--- src/rtl/pwm_meas.sv ---
`default_nettype none
// ============================================================================
//  Module      : pwm_meas
//  Description : Measures the high time and period of one of four asynchronous
//                PWM inputs, with a timeout for stuck or overlong waveforms.
//  Revision    : 1.0 - initial release
// ============================================================================
module pwm_meas #(
    parameter int CW = 8
) (
    input  logic          clk,
    input  logic          rst_n,
    input  logic [3:0]    pwm_in,
    input  logic [1:0]    ch_sel,
    input  logic          start,
    output logic          busy,
    output logic          done,
    output logic          err,
    output logic [CW-1:0] high_cnt,
    output logic [CW-1:0] period_cnt
);

    localparam logic [CW-1:0] c_cnt_max = {CW{1'b1}};
    localparam logic [CW-1:0] c_one     = {{(CW-1){1'b0}}, 1'b1};

    typedef enum logic [1:0] {
        IDLE      = 2'd0,
        WAIT_RISE = 2'd1,
        MEAS_HIGH = 2'd2,
        MEAS_LOW  = 2'd3
    } state_t;

    state_t        state_q, state_d;
    logic [3:0]    sync1_q, sync2_q;
    logic          prev_q;
    logic [1:0]    ch_q, ch_d;
    logic [CW-1:0] wait_q, wait_d;
    logic [CW-1:0] hacc_q, hacc_d;
    logic [CW-1:0] pacc_q, pacc_d;
    logic [CW-1:0] high_q, high_d;
    logic [CW-1:0] period_q, period_d;
    logic          done_q, done_d;
    logic          err_q, err_d;

    logic          w_sel;
    logic          w_prev_d;
    logic          w_rise;
    logic          w_fall;

    assign w_sel    = sync2_q[ch_q];
    // The delay flop follows the channel about to be used, so a freshly
    // latched channel never sees a false edge against the old one.
    assign w_prev_d = sync2_q[ch_d];
    assign w_rise   = w_sel & ~prev_q;
    assign w_fall   = ~w_sel & prev_q;

    always_comb begin
        state_d  = state_q;
        ch_d     = ch_q;
        wait_d   = wait_q;
        hacc_d   = hacc_q;
        pacc_d   = pacc_q;
        high_d   = high_q;
        period_d = period_q;
        done_d   = 1'b0;
        err_d    = err_q;

        case (state_q)
            IDLE: begin
                if (start) begin
                    ch_d    = ch_sel;
                    err_d   = 1'b0;
                    wait_d  = '0;
                    state_d = WAIT_RISE;
                end
            end
            WAIT_RISE: begin
                if (w_rise) begin
                    hacc_d  = c_one;
                    pacc_d  = '0;
                    state_d = MEAS_HIGH;
                end else if (wait_q == c_cnt_max) begin
                    done_d  = 1'b1;
                    err_d   = 1'b1;
                    state_d = IDLE;
                end else begin
                    wait_d = wait_q + c_one;
                end
            end
            MEAS_HIGH: begin
                if (pacc_q == c_cnt_max) begin
                    done_d  = 1'b1;
                    err_d   = 1'b1;
                    state_d = IDLE;
                end else begin
                    pacc_d = pacc_q + c_one;
                    if (w_sel && (hacc_q != c_cnt_max)) begin
                        hacc_d = hacc_q + c_one;
                    end
                    if (w_fall) begin
                        state_d = MEAS_LOW;
                    end
                end
            end
            MEAS_LOW: begin
                // A full accumulator means the period no longer fits the result.
                if (pacc_q == c_cnt_max) begin
                    done_d  = 1'b1;
                    err_d   = 1'b1;
                    state_d = IDLE;
                end else if (w_rise) begin
                    period_d = pacc_q + c_one;
                    high_d   = hacc_q;
                    done_d   = 1'b1;
                    state_d  = IDLE;
                end else begin
                    pacc_d = pacc_q + c_one;
                end
            end
            default: begin
                state_d = IDLE;
            end
        endcase
    end

    always_ff @(posedge clk or negedge rst_n) begin
        if (!rst_n) begin
            state_q  <= IDLE;
            sync1_q  <= '0;
            sync2_q  <= '0;
            prev_q   <= 1'b0;
            ch_q     <= '0;
            wait_q   <= '0;
            hacc_q   <= '0;
            pacc_q   <= '0;
            high_q   <= '0;
            period_q <= '0;
            done_q   <= 1'b0;
            err_q    <= 1'b0;
        end else begin
            state_q  <= state_d;
            sync1_q  <= pwm_in;
            sync2_q  <= sync1_q;
            prev_q   <= w_prev_d;
            ch_q     <= ch_d;
            wait_q   <= wait_d;
            hacc_q   <= hacc_d;
            pacc_q   <= pacc_d;
            high_q   <= high_d;
            period_q <= period_d;
            done_q   <= done_d;
            err_q    <= err_d;
        end
    end

    assign busy       = (state_q != IDLE);
    assign done       = done_q;
    assign err        = err_q;
    assign high_cnt   = high_q;
    assign period_cnt = period_q;

endmodule
`default_nettype wire

--- config.mk ---
export PLATFORM = sky130hd
export DESIGN_NAME = pwm_meas
export DESIGN_NICKNAME = d
export VERILOG_FILES = /design/src/rtl/pwm_meas.sv
export SDC_FILE = /design/constraint.sdc
export NUM_CORES = 1
export LEC_CHECK = 0
export ABC_AREA = 1
export CAP_MARGIN = 20
export CORE_ASPECT_RATIO = 0.8
export CORE_UTILIZATION = 55
export CTS_BUF_LIST = sky130_fd_sc_hd__clkbuf_16
export CTS_CLUSTER_DIAMETER = 30
export DETAILED_ROUTE_END_ITERATION = 10
export GPL_TIMING_DRIVEN = 0
export PLACE_DENSITY = 0.79
export SETUP_SLACK_MARGIN = 0.05
export SKIP_CTS_REPAIR_TIMING = 1
export SLEW_MARGIN = 0
export SYNTH_ARGS = -nofsm -noshare
export SYNTH_HDL_FRONTEND = slang
export SYNTH_SLANG_ARGS = --single-unit
--- constraint.sdc ---
create_clock -name clk -period 2.19 [get_ports clk]
set_clock_uncertainty 0.05 [all_clocks]
set_input_delay 0.219 -clock clk [delete_from_list [all_inputs] [get_ports clk]]
set_output_delay 0.219 -clock clk [all_outputs]
set_load 0.1 [all_outputs]
==> impl_metrics.toml <==
[status]
status = "finished, final reports clean"

[drt]
avgViaCountPerCell = 5.39
totalWireLength_um = 5810
ant_nets = 0
drc = 0
drt-pass1-iter-count = 4
drt_iter0_drc = 143
routedWlPerCell_um = 12.7
dr_total_vias = 2474

[power]
peakVddDrop_v = 0.000698
total_power_mw = 4.14
total_leakage_power_nw = 1.64
power_density_nw_per_um2 = 1220

[logic_synthesis]
ys_seq_area_share_pct = 47.6
synth_top_cell_area_share_pct = 47.6
syn_inst = 360
yosysUniqueCellTypes = 31
synth_area_leader_cell = "dfrtp_1"
synth_area_um2 = 2890
synth_fp_nets = 372
ys_top_cells_by_area = "dfrtp_1 48%, nand2_1 15%, nand3_1 7.3%, nor2_1 4.0%, inv_1 3.8%"
synth_warnings = 0
synth_seq_cells = 55
syn_avg_cell_area_um2 = 8.03

[clock_network]
root_buffer = "clkbuf_16"
worstSkewPairLatency_ps = 290
numCtsBuffers = 5
htree_levels = 2
numClockSinks = 55
clk_pin_slew_worst_paths_ps = 60
cts_tree = "yes"
cts.path.max_buffers = 2

[finish]
fin_nets = 408
fillCellCount = 421
antenna_cells = 0
drive_gt1_share_pct = 11.8
area_growth_pct = 17.8
stdcell_count = 459

[timing]
rsz0062_at_grt = "no"
min_period_ps = 2050
maxSlewViolCount = 0
fin_crit_sh_pct = 93.7
fin_ws_ps = 137
worst_slew_pin_slew_ps = 977
hold_ws_ps = 297
max_freq_mhz = 487
setup_viol = 0
maxSlewHeadroom_pct = 34.6
hold_violations = 0

[worst_setup_path]
critPathSlowestCell = "clkdlybuf4s50_1"
cp_max_fo = 2
max_stage_delay_ps = 1130
startpoint_type = "flop"
path_class = "flop to output pin"
path_delay_family = "buffers and inverters"
critPathCaptureType = "output pin"
crit_buf_inv = 1
crit_chain = "clkdlybuf4s50_1"
crit_arrival_ps = 1780
required_ps = 1920

[grt]
grt_pass1_wl_um = 9790
antenna_found_initial = 0
grt_use_total_pct = 22.3
grt-ovfl-total = 0
grt_start_max_net_pins = 40
grt_pass1_vias = 2202

[floorplan]
num_rows = 23
ios = 28
die_y_um = 66.8
die-area_um2 = 5550
die_w_um = 83.0
initial_core_util_pct = 57.4
core_um2 = 5040

[placed_design]
gp_congestion = 0.888
place_inst = 450
io_buffer_count = 27
pre_cts_ws_ps = 124
place_hpwl_um = 4220

[worst_hold_path]
hold_class = "flop to flop"

[job]
drv_cap = 0
==> path summary, 6_finish.rpt <==
| check | from | endpoint | slack (ps) | cells past startpoint |
|---|---|---|---|---|
| hold reg to reg | sync1_q[3] | sync2_q[3] | 300 | 0 |
| hold / removal | sync1_q[3] | sync2_q[3] | 300 | 0 |
| setup reg to reg | pacc_q[0] | pacc_q[1] | 230 | 10 |
| setup / recovery | period_cnt[4] | period_cnt[4] | 140 | 1 |
| min in group asynchronous | rst_n | wait_q[5] | 340 | 2 |
| max in group asynchronous | rst_n | hacc_q[1] | 1220 | 3 |
==> cell type report <==
| type | instances | area [µm²] | share of cell area [%] |
|---|---|---|---|
| Buffer | 7 | 62.6 | 1.84 |
| Timing Repair Buffer | 29 | 298 | 8.75 |
| Multi-Input combinational cell | 265 | 1320 | 38.8 |
| Sequential cell | 55 | 1380 | 40.5 |
| Tap cell | 62 | 77.6 | 2.28 |
| Clock buffer | 5 | 125 | 3.68 |
| Inverter | 33 | 129 | 3.79 |
| Clock inverter | 3 | 12.5 | 0.368 |
==> sequential cells by signal (all words and copies together), names as in the netlist <==
register / flops
prev_q: 1
high_cnt: 8
err: 1
pacc_q: 8
ch_q: 2
sync2_q: 4
period_cnt: 8
wait_q: 8
state_q: 2
sync1_q: 4
hacc_q: 8
done: 1
==> cells in the mapped netlist, drive strengths merged <==
library cell,count
o21ai,24
nor3,2
a21oi,8
nand4,10
nand2,131
dfrtp,55
clkinv,1
xor2,1
nand3,46
or2,2
xnor2,3
o21bai,1
inv,32
nor2,33
ha,3
o22ai,1
buf,7
==> stage by stage <==
stage | setup TNS [ps] | util (%) | area (µm²)
4_1_cts | -196 | 67.3 | 3390
3_5_place_dp | 0 | 64.6 | 3250
2_1_floorplan | 0 | - | 2890
5_1_grt | 0 | 67.6 | 3400
3_3_place_gp | -45500 | 64.3 | 3240
6_report | 0 | 67.6 | 3400
==> cell usage in the layout, fill, tap and decap left out, types with 3 or more instances in the layout <==
cell type	n
o21ai_2	9
nor2_1	31
nand2_1	119
a21oi_1	7
buf_2	3
nand3_1	42
xnor2_1	3
o21ai_0	10
ha_1	3
nand4_1	10
clkdlybuf4s50_1	25
clkbuf_16	5
nand2_2	10
dfrtp_1	55
inv_1	31
buf_6	4
o21ai_1	5
==> power breakdown <==
group / switching (mW) / internal [mW]
Sequential: 0.145 / 1.19
Clock: 0.332 / 0.414
Combinational: 1.51 / 0.550
Total: 1.99 / 2.15
==> kinds of logic after synthesis <==
kind of cell             after synthesis  synth area share (%)
AO/OA/AOI/OAI                         34                  7.58
XOR/XNOR                               4                  1.21
adder cells (fa/ha/maj)                3                  1.30
buffers and inverters                 40                  6.63
flip-flops                            55                  47.6
AND/OR/NAND/NOR                      224                  35.6
==> metal layers <==
layer	GRT usage, %	wire, µm	up-vias
met5	0	0	-
met4	6.90	68	0
met3	4.58	235	10
met2	37.6	2780	59
met1	29.1	2720	1172
li1	-	-	1233
(Power assumes the default switching activity.)
